File: src/rtl/ps2_kbd_tx.sv
`timescale 1ns/1ps
`default_nettype none
// ============================================================================
// Module   : ps2_kbd_tx
// Purpose  : Device-side (keyboard end) PS/2 transmitter. Accepts scan-code
//            bytes over valid/ready and sends each one as an 11-bit frame:
//            start 0, 8 data bits LSB first, odd parity, stop 1. Each frame
//            is followed by an idle gap with both lines high.
// Ports    : clk          - system clock, the only clock
//            clrn         - asynchronous active-low reset
//            din          - scan-code byte
//            din_valid    - din is valid
//            din_ready    - a byte can be accepted (not full)
//            host_inhibit - host holds the clock low; stops or aborts a frame
//            ps2_clk      - PS/2 clock, idle high
//            ps2_data     - PS/2 data, idle high
//            busy         - a frame or inter-frame gap is in progress
// Config   : `PS2_TX_FIFO_EN defined   -> FIFO_DEPTH-entry FIFO
//            `PS2_TX_FIFO_EN undefined -> single-byte holding register
// Revision : 1.0 - initial release
// ============================================================================
module ps2_kbd_tx #(
    parameter int HALF_PERIOD = 4000,  // clk cycles per ps2_clk half period, >= 2
    parameter int GAP_CYCLES  = 8000,  // idle cycles after every stop bit, >= 1
    parameter int FIFO_DEPTH  = 8      // power of two, >= 2; FIFO build only
) (
    input  logic       clk,
    input  logic       clrn,
    input  logic [7:0] din,
    input  logic       din_valid,
    output logic       din_ready,
    input  logic       host_inhibit,
    output logic       ps2_clk,
    output logic       ps2_data,
    output logic       busy
);

    localparam int c_MAXCNT = (HALF_PERIOD > GAP_CYCLES) ? HALF_PERIOD : GAP_CYCLES;
    localparam int c_CW     = $clog2(c_MAXCNT + 1);
    localparam logic [c_CW-1:0] c_HP_LAST  = c_CW'(HALF_PERIOD - 1);
    localparam logic [c_CW-1:0] c_GAP_LAST = c_CW'(GAP_CYCLES - 1);

    localparam logic [1:0] c_IDLE   = 2'd0;
    localparam logic [1:0] c_BIT_HI = 2'd1;
    localparam logic [1:0] c_BIT_LO = 2'd2;
    localparam logic [1:0] c_GAP    = 2'd3;

    localparam logic [3:0] c_STOP_IDX = 4'd10;

    // ------------------------------------------------------------------------
    // Byte storage
    // ------------------------------------------------------------------------
    logic       w_full;
    logic       w_not_empty;
    logic [7:0] w_head;
    logic       w_push;
    logic       w_pop;

    assign din_ready = ~w_full;
    assign w_push    = din_valid & ~w_full;

`ifdef PS2_TX_FIFO_EN
    localparam int c_AW = $clog2(FIFO_DEPTH);

    logic [7:0]      r_mem [FIFO_DEPTH];
    logic [c_AW-1:0] r_wr_ptr;
    logic [c_AW-1:0] r_rd_ptr;
    logic [c_AW:0]   r_count;

    always_ff @(posedge clk) begin
        if (w_push) begin
            r_mem[r_wr_ptr] <= din;
        end
    end

    // Pointers wrap naturally because the depth is a power of two.
    always_ff @(posedge clk or negedge clrn) begin
        if (!clrn) begin
            r_wr_ptr <= '0;
            r_rd_ptr <= '0;
            r_count  <= '0;
        end else begin
            if (w_push) begin
                r_wr_ptr <= r_wr_ptr + 1'b1;
            end
            if (w_pop) begin
                r_rd_ptr <= r_rd_ptr + 1'b1;
            end
            case ({w_push, w_pop})
                2'b10:   r_count <= r_count + 1'b1;
                2'b01:   r_count <= r_count - 1'b1;
                default: r_count <= r_count;
            endcase
        end
    end

    assign w_full      = (r_count == (c_AW + 1)'(FIFO_DEPTH));
    assign w_not_empty = (r_count != '0);
    assign w_head      = r_mem[r_rd_ptr];
`else
    logic [7:0] r_hold;
    logic       r_held;

    // Push is only possible while empty, so push and pop never coincide.
    always_ff @(posedge clk or negedge clrn) begin
        if (!clrn) begin
            r_hold <= 8'h00;
            r_held <= 1'b0;
        end else begin
            if (w_push) begin
                r_hold <= din;
            end
            if (w_pop) begin
                r_held <= 1'b0;
            end else if (w_push) begin
                r_held <= 1'b1;
            end
        end
    end

    assign w_full      = r_held;
    assign w_not_empty = r_held;
    assign w_head      = r_hold;
`endif

    // ------------------------------------------------------------------------
    // Frame sequencer
    // ------------------------------------------------------------------------
    logic [1:0]      r_state;
    logic [c_CW-1:0] r_cnt;
    logic [3:0]      r_bit_idx;
    logic [8:0]      r_shift;     // {odd parity, data}
    logic            r_clk;
    logic            r_data;

    logic [1:0]      w_state_nx;
    logic [c_CW-1:0] w_cnt_nx;
    logic [3:0]      w_idx_nx;
    logic            w_clk_nx;
    logic            w_data_nx;
    logic            w_latch;
    logic            w_abort;
    logic [3:0]      w_idx_inc;
    logic [10:0]     w_frame;

    // Whole frame indexed by bit_idx: start, data LSB first, parity, stop.
    assign w_frame   = {1'b1, r_shift, 1'b0};
    assign w_idx_inc = r_bit_idx + 4'd1;
    // The stop bit is never aborted; inhibit then only blocks the next start.
    assign w_abort   = host_inhibit && (r_bit_idx < c_STOP_IDX);

    always_comb begin
        w_state_nx = r_state;
        w_cnt_nx   = r_cnt + 1'b1;
        w_idx_nx   = r_bit_idx;
        w_clk_nx   = r_clk;
        w_data_nx  = r_data;
        w_latch    = 1'b0;
        w_pop      = 1'b0;

        case (r_state)
            c_IDLE: begin
                w_cnt_nx  = '0;
                w_clk_nx  = 1'b1;
                w_data_nx = 1'b1;
                if (w_not_empty && !host_inhibit) begin
                    w_state_nx = c_BIT_HI;
                    w_idx_nx   = 4'd0;
                    w_latch    = 1'b1;
                    w_data_nx  = 1'b0;     // start bit
                end
            end

            c_BIT_HI: begin
                if (w_abort) begin
                    w_state_nx = c_GAP;
                    w_cnt_nx   = '0;
                    w_clk_nx   = 1'b1;
                    w_data_nx  = 1'b1;
                end else if (r_cnt == c_HP_LAST) begin
                    w_state_nx = c_BIT_LO;
                    w_cnt_nx   = '0;
                    w_clk_nx   = 1'b0;
                end
            end

            c_BIT_LO: begin
                if (w_abort) begin
                    w_state_nx = c_GAP;
                    w_cnt_nx   = '0;
                    w_clk_nx   = 1'b1;
                    w_data_nx  = 1'b1;
                end else if (r_cnt == c_HP_LAST) begin
                    w_cnt_nx = '0;
                    w_clk_nx = 1'b1;
                    if (r_bit_idx == c_STOP_IDX) begin
                        w_state_nx = c_GAP;
                        w_pop      = 1'b1;
                        w_data_nx  = 1'b1;
                    end else begin
                        // Data moves only on entry to BIT_HI, a full half
                        // period away from either falling edge.
                        w_state_nx = c_BIT_HI;
                        w_idx_nx   = w_idx_inc;
                        w_data_nx  = w_frame[w_idx_inc];
                    end
                end
            end

            default: begin  // c_GAP
                w_clk_nx  = 1'b1;
                w_data_nx = 1'b1;
                if (r_cnt == c_GAP_LAST) begin
                    w_state_nx = c_IDLE;
                    w_cnt_nx   = '0;
                end
            end
        endcase
    end

    always_ff @(posedge clk or negedge clrn) begin
        if (!clrn) begin
            r_state   <= c_IDLE;
            r_cnt     <= '0;
            r_bit_idx <= 4'd0;
            r_shift   <= 9'd0;
            r_clk     <= 1'b1;
            r_data    <= 1'b1;
        end else begin
            r_state   <= w_state_nx;
            r_cnt     <= w_cnt_nx;
            r_bit_idx <= w_idx_nx;
            r_clk     <= w_clk_nx;
            r_data    <= w_data_nx;
            if (w_latch) begin
                r_shift <= {~^w_head, w_head};
            end
        end
    end

    assign ps2_clk  = r_clk;
    assign ps2_data = r_data;
    assign busy     = (r_state != c_IDLE);

endmodule
`default_nettype wire
File: config.mk
export PLATFORM = sky130hd
export DESIGN_NAME = ps2_kbd_tx
export DESIGN_NICKNAME = d
export VERILOG_FILES = /design/src/rtl/ps2_kbd_tx.sv
export SDC_FILE = /design/constraint.sdc
export NUM_CORES = 1
export LEC_CHECK = 0
export ABC_AREA = 0
export CAP_MARGIN = 10
export CORE_MARGIN = 4
export CORE_UTILIZATION = 62
export CTS_BUF_LIST = sky130_fd_sc_hd__clkbuf_4 sky130_fd_sc_hd__clkbuf_8 sky130_fd_sc_hd__clkbuf_16
export CTS_CLUSTER_SIZE = 24
export DETAILED_ROUTE_END_ITERATION = 10
export GPL_TIMING_DRIVEN = 0
export PLACE_DENSITY = 0.95
export SLEW_MARGIN = 5
export SYNTH_ARGS = -nofsm -noshare
export SYNTH_HDL_FRONTEND = slang
export SYNTH_SLANG_ARGS = --single-unit
File: constraint.sdc
create_clock -name clk -period 4.8 [get_ports clk]
set_input_delay 0.48 -clock clk [delete_from_list [all_inputs] [get_ports clk]]
set_output_delay 0.48 -clock clk [all_outputs]
set_load 0.005 [all_outputs]
# Word level (Yosys, flattened, before mapping)
# Cells that the tools add are included.
# classes
add_sub_neg	2
mul	0
div	0
magnitude_cmp	2
n_eq_ne	12
shift	0
mux	38
bitwise_logic	2
reduce_logical	14
# ops
op	count
two-way mux 13 bit	3
one-hot mux 13 bit (2 select lines)	1
two-way mux 1 bit	18
two-way mux 4 bit	4
two-way mux 2 bit	7
adder 13 x 1 -> 13 bit (second input constant)	1
equality test 13 x 12 -> 1 bit (second input constant)	1
equality test 13 bit (second input constant)	1
!= test 2 bit (second input constant)	5
one-hot mux 4 bit (2 select lines)	1
XNOR reduction 8 bit	1
!= test 3 bit (second input constant)	2
one-hot mux 2 bit (3 select lines)	1
nonzero test 2 bit	3
< comparator 4 x 5 -> 1 bit (second input constant)	1
AND reduction 5 bit	1
adder 4 x 1 -> 4 bit (second input constant)	1
binary-select mux 1 bit (select 4 bit)	1
equality test 4 bit (second input constant)	1
< comparator 4 bit (second input constant)	1
AND reduction 2 bit	2
AND reduction 4 bit	1
nonzero test 4 bit	1
one-hot mux 1 bit (3 select lines)	1
other kinds (9)	10
# totals
register_bits	39
latchBits	0
ramBits	0
romBits	0
elab_cells	78
mem_count	0

# Longest topological paths before layout
# Gate-level depths: netlist of the first run.
# depth
depth_word	7
ltp_mapped	8
ltp_nobuf	7

# Worst setup path after synthesis of the first run
# OpenSTA, ideal clock, no wires.
# synth_path
path_kind	reg2reg
from	reg r_state[0]
to	reg r_state[0]
setup_ps	128
t_arrival_ps	1692
required_time_ps	4672
path_slack_ps	2980
stages_incl_launch_ff	7
path_cell_list	dfrtp_1 inv_1 ha_1 clkbuf_1 or3_1 o211ai_2 mux2_1
# synth_between
elab_chain_len	3
# synth_lines
element	line_no	source
from (decl)	129	logic [1:0] r_state;
from (signal assigned)	223	r_state <= c_IDLE;
from (signal assigned)	230	r_state <= w_state_nx;
equality test 2 x 1 -> 1 bit (tied with other cells)	161	case (r_state)
!= test 3 bit (no line) (tied with other cells)	-	
AND reduction 4 bit (no line)	-	
# Several ways; a longest one is shown, not always the timed one.
# A chain may end at the register's enable or synchronous reset.

# Final worst setup path of the first run
# layout_path
from	reg r_state[0]
to	out busy
# layout_between
elab_chain_len	1
# layout_lines
element	line_no	source
nonzero test 2 bit	243	assign busy = (r_state != c_IDLE);
to (decl)	35	output logic busy
# No other way between the ends.

==> results of run 1 <==
layout make-up:
class | instances | area (um2)
well taps | 44 | 55.1
clock inverters | 2 | 35.0
repair buffers | 15 | 145
clock buffers | 6 | 51.3
flip-flops and latches | 39 | 978
multi-input cells | 154 | 1040
plain buffers | 6 | 32.5
inverters | 10 | 37.5
fillers | 225 | 773
sequential cells by signal, summed over array words and instances (netlist names):
name	flops
r_hold	8
r_cnt	13
r_bit_idx	4
ps2_data	1
r_state	2
r_held	1
ps2_clk	1
r_shift	9
layout by cell type (no fill, tap or decap), types with 3 or more instances in the layout:
master	netlist	routed
xnor2_1	11	11
inv_1	10	10
a31oi_1	3	3
xor2_1	8	8
nor2_1	14	14
mux2_2	9	9
nand3_1	8	8
buf_2	2	3
clkbuf_4	0	5
ha_1	7	7
nor2b_1	4	4
clkdlybuf4s50_1	0	14
a21oi_1	6	6
clkbuf_1	3	3
dfrtp_1	37	37
nand3b_1	3	3
a22o_1	3	3
o21ai_0	8	8
nand2_1	35	35
worst paths after layout:
check                                        from                  endpoint  slack, ns
setup / recovery           r_state[0]$_DFFE_PN0P_                      busy       2.60
min in group clk           r_shift[5]$_DFFE_PN0P_    r_shift[5]$_DFFE_PN0P_       0.49
hold reg to reg            r_shift[5]$_DFFE_PN0P_    r_shift[5]$_DFFE_PN0P_       0.49
setup reg to reg           r_state[0]$_DFFE_PN0P_  r_bit_idx[0]$_DFFE_PN0P_       2.74
max in group asynchronous                    clrn       r_cnt[11]$_DFF_PN0_       4.06
hold / removal                               clrn        r_held$_DFFE_PN0P_       0.20
cell families after synthesis:
family	count (synthesis)
AOI/OAI and AO/OA	31
buffers and inverters	16
adders and majority gates	7
xor gates and xnor gates	19
DFF	39
and+or+nand+nor	84
muxes	13
through the flow:
step           util, %  cell area [um2]  worst slack [ns]
6_report          75.5             2380              2.60
5_1_grt           75.5             2380              2.51
4_1_cts           75.5             2380              2.59
3_5_place_dp      72.7             2290              2.55
3_3_place_gp      72.9             2300              2.36
2_1_floorplan        -             2090              2.98
power by group through the flow:
stage	registers, uW	clock network, uW	logic, uW
2_1_floorplan	445	0	272
3_3_place_gp	452	0	356
3_5_place_dp	459	0	370
4_1_cts	452	235	376
5_1_grt	460	248	417
6_report	452	232	374
routing by layer:
metal | share of wire (%) | track usage [%] | up-vias
met5 | 0 | 0 | -
met4 | 1.4 | 6.85 | 0
met3 | 3.7 | 5.10 | 5
met2 | 49 | 35.6 | 28
met1 | 46 | 28.1 | 779
li1 | - | - | 765
critical path, stage by stage (launching register included):
cell and delay (ns):
dfrtp_1 0.41, inv_1 0.10, ha_1 0.25, inv_1 0.10
clkdlybuf4s50_1 0.50
==> summary.txt, run 1 <==
Outcome
  – Outcome: finished, final reports clean

Power
  – Internal: about 700 uW
  – Sw power: between 300 and 400 uW
  – Maximum vdd ir drop: 0.272 mV
  – Seq pwr share: 42.7%
  – Pwr Density: ~440 nW/um2
  – Leakage power figure: 0.00104 uW
  – Total Power: 1060 uW
  – Clk pwr share: 21.9%
  – Sw Ratio: 33.9%
  – Power share of the combinational group: 35.3%

Yosys
  – Post-synth EDFFs: 0
  – Syn_area_per_cell: 10.0 um2
  – Post-Synth Adder-Cell Area: 4.18%
  – Area contributors post-synth: dfrtp_1 (44%), nand2_1 (6.3%), mux2_2 (4.8%)
  – Yosys top cell area share: around 44%
  – Mux cell area share after synthesis: between 7 and 8%
  – Top cells by count, synth: dfrtp_1 (37), nand2_1 (35), nor2_1 (14), xnor2_1 (11), inv_1 (10)
  – Seq cells post-synth: 39
  – Compound-Gate Fraction of Synth Area: 10.1%
  – Post-Syn Area: 2090 um2
  – Post-synthesis simple-gate area fraction: 20.2%
  – Largest family of logic cells by synthesized area: simple AND/OR/NAND/NOR gates
  – Main synth FF type: dfrtp_1
  – Yosys cell types: 45
  – Async SR Flop Fraction: 100%
  – Leading area contributor after synthesis: dfrtp_1
  – Syn nets: 228
  – Most numerous cell in the Yosys netlist: dfrtp_1
  – Synth Area in XOR/XNOR: 7.95%
  – Mapped Cells: approximately 210
  – Ys Warns: 0
  – Register area share after synthesis: 46.7%

STA
  – Final setup violation count: 0
  – Final period utilization: 45.9%
  – Final slew viol count: 0
  – Clock Skew: between 0.015 and 0.02 ns
  – FMAX: 454 MHz
  – Final Hold Fails: 0
  – Fin Hold WS: 0.199 ns
  – Slew margin rel.: between 40% and 50%
  – Post-route setup TNS: 0 ns
  – RSZ-0062 raised after global routing: false
  – Worst Max-Slew Pin Slew: 0.829 ns
  – Crit path time final: 2.20 ns

Job
  – Max-cap violations: 0

Drt
  – Vias per cell: 5.71
  – Final ANT Viol Nets: 0
  – DRT iter0 DRCs: around 150
  – Via count: 1577
  – Drt total wl: roughly 4 mm
  – Drt pass-1 iters: 4
  – WL/cell: 14.5 um
  – DRC viols: 0

Floorplan
  – Total die area: 4370 um2
  – Row cnt: 20
  – # IOs: 16
  – Core area: 3150 um2
  – Die width: 66.1 um
  – Die Span Y: 66.1 um
  – Starting Density: 66.4%

Clock tree
  – Num CTS Buffers: 5
  – CTS tree: done
  – Root cell of the clock tree: clkbuf_4
  – CTS H-Tree Depth: 2
  – CTS Sinks: 39
  – Clock transition at path regs: 0.13 ns
  – Clk buf depth: 2
  – Resize count post-CTS: 0
  – Post-CTS Hold Fix Bufs: 0
  – Worst-Skew Late Latency: ~0.36 ns
  – Post-CTS setup repair buffer count: 0

Global route
  – Vias in the first global route: 1607
  – First-pass GRT wire length: just over 7 mm
  – Largest net degree at the start of global routing: 40
  – Initial antenna violation count: 0
  – Grt total ovfl: 0
  – GRT Total Usage: 21.6%

Critical path
  – Worst Reg-to-Reg Cells: 8
  – Setup crit start kind: register
  – CP Capture Type: primary output
  – Setup CP Type: register to primary output
  – Critical path fanouts, max: 5
  – WP data arrival: 1.72 ns
  – CP required: 4.32 ns

Finish
  – Area delta synth->final: 13.7%
  – Final Net Count: 250
  – Antenna diode count: 0
  – Post-Layout Cell Count: 276
  – Layout cell share with drive strength beyond 1: 12.9%

Placed design
  – Gp weighted congestion: just under 0.9
  – DP Cell Count: 268
  – Hpwl dp: 2.94 mm
  – Port Buf Inserts: 15

Min path
  – Worst Hold Class: primary input to asynchronous set/reset pin
No activity file was read; power rests on OpenSTA's default activity.
==> run 2: changes to the inputs <==
CORE_UTILIZATION = 52   (was 62)
PLACE_DENSITY = 0.87   (was 0.95)
clock period = 1.9 ns   (was 4.8 ns; I/O delays follow)
==> summary.txt, run 2 (synthesis gave the netlist of run 1 again) <==
Global route
  – Vias in the first global route: 1499
  – GRT Total Usage: between 10% and 20%
  – Initial antenna violation count: 0
  – Grt total ovfl: 0
  – Largest net degree at the start of global routing: 40
  – First-pass GRT wire length: 6.86 mm

STA
  – Final period utilization: roughly 100%
  – Fin Hold WS: 0.00252 ns
  – FMAX: between 500 and 600 MHz
  – Worst Max-Slew Pin Slew: 0.857 ns
  – Final setup violation count: 0
  – Crit path time final: 1.86 ns
  – Final Hold Fails: 0
  – Slew margin rel.: 42.9%
  – Clock Skew: approximately 0.012 ns
  – Post-route setup TNS: 0 ns
  – Final slew viol count: 0
  – Final WS setup: 0.0361 ns

Finish
  – Commonest non-fill, non-tap cell in the layout: dfrtp_1
  – Final Net Count: 251
  – Area delta synth->final: 18.7%
  – Biggest register: r_cnt
  – Max reg flops: 13
  – Layout cell share with drive strength beyond 1: between 15 and 20%
  – Most frequent cells in the layout: dfrtp_1 (36), nand2_1 (35), clkdlybuf4s50_1 (14), nor2_1 (13), xnor2_1 (11)
  – Antenna diode count: 0
  – Largest registers: r_cnt x13, r_shift x9, r_hold x8

Drt
  – Vias per cell: 5.51
  – Drt total wl: 3.97 mm
  – DRC viols: 0
  – Via count: roughly 1500
  – DRT iter0 DRCs: 147
  – Final ANT Viol Nets: 0
  – WL/cell: 14.1 um
  – Drt pass-1 iters: 5

Clock tree
  – CTS tree: done
  – Root cell of the clock tree: clkbuf_8
  – Post-CTS Hold Fix Bufs: 0
  – Clk buf depth: 2
  – Num CTS Buffers: 5
  – Worst-Skew Late Latency: 0.29 ns
  – CTS Sinks: 39
  – Clock transition at path regs: 0.08 ns
  – CTS H-Tree Depth: 2

Min path
  – Worst Hold Class: primary input to asynchronous set/reset pin

Power
  – Leakage power figure: 0.00106 uW
  – Pwr Density: 1150 nW/um2
  – Maximum vdd ir drop: 0.549 mV

Critical path
  – R2r setup slk: 0.04 ns
  – CP required: between 2 and 2.5 ns
  – Setup crit start kind: register
  – CP endpoint: r_state[0]$_DFFE_PN0P_
  – Setup CP Type: register to register
  – Worst Reg-to-Reg Cells: 6
  – WP data arrival: 2.03 ns
  – RR Endpoint: r_state[0]$_DFFE_PN0P_
  – Critical path fanouts, max: 5
  – Reg2reg start: r_cnt[0]$_DFF_PN0_
  – Start point of the critical path: r_cnt[0]$_DFF_PN0_
  – CP Capture Type: register

Floorplan
  – Row cnt: 22
  – Core area: 3770 um2
  – Total die area: approximately 5100 um2
  – # IOs: 16
  – Die Span Y: 71.4 um
  – Die width: 71.4 um
  – Starting Density: 55.5%

Outcome
  – Outcome: finished, final reports clean

Placed design
  – Port Buf Inserts: 15
  – Gp weighted congestion: 0.909
  – Hpwl dp: 2.84 mm
  – Dpl ws: -0.0966 ns

Job
  – Max-cap violations: 0
run 2: per-layer routing:
layer	wire (um)	GRT usage (%)
met4	64	5.64
met3	146	3.79
met5	0	0
met1	1860	22.8
met2	1900	26.9
run 2: layout make-up:
cell class	instances	area (um2)
Buffer	5	37.5
Clock buffer	6	76.3
Clock inverter	2	37.5
Fill cell	290	1290
Inverter	10	37.5
Multi-Input combinational cell	154	1100
Sequential cell	39	980
Tap cell	48	60.1
Timing Repair Buffer	17	160
run 2: stage by stage:
step | cell area [um2] | util [%] | total power, uW | cells
finish | 2480 | 65.9 | 2860 | 281
global route | 2480 | 65.9 | 3050 | 281
CTS | 2430 | 64.3 | 2810 | 279
detailed placement | 2300 | 60.9 | 2100 | 272
global placement | 2300 | 61.1 | 2050 | 272
floorplan | 2090 | - | 1810 | 209
run 2: critical path, cell delays in order, from the launching register on:
cell and delay [ns]:
dfrtp_1 0.42, ha_2 0.22, and4_4 0.20, and2_4 0.17, and4b_1 0.21, o211ai_2 0.18
mux2_1 0.34
run 2: power breakdown:
group / internal [uW] / switching, uW / total [uW] / leakage [uW]
Sequential: 1020 / 127 / 1150 / 0.000502
Combinational: 496 / 529 / 1020 / 0.000504
Clock: 406 / 285 / 691 / 0.0000548
run 2: worst min path at each step:
stage | from | to | slack [ns]
finish | clrn | r_shift[8]$_DFFE_PN0P_ | 0.003
global route | clrn | r_hold[1]$_DFFE_PN0P_ | 0.07
CTS | clrn | r_hold[3]$_DFFE_PN0P_ | 0.02
detailed placement | clrn | r_hold[3]$_DFFE_PN0P_ | 0.34
global placement | r_shift[6]$_DFFE_PN0P_ | r_shift[6]$_DFFE_PN0P_ | 0.46
floorplan | clrn | r_bit_idx[0]$_DFFE_PN0P_ | -0.11
run 2: what timing repair did:
item	4_1_cts	5_1_grt
endpoints found under the setup margin	8	20
pin swaps	0	1
setup buffers	0	2
resized for setup	3	15
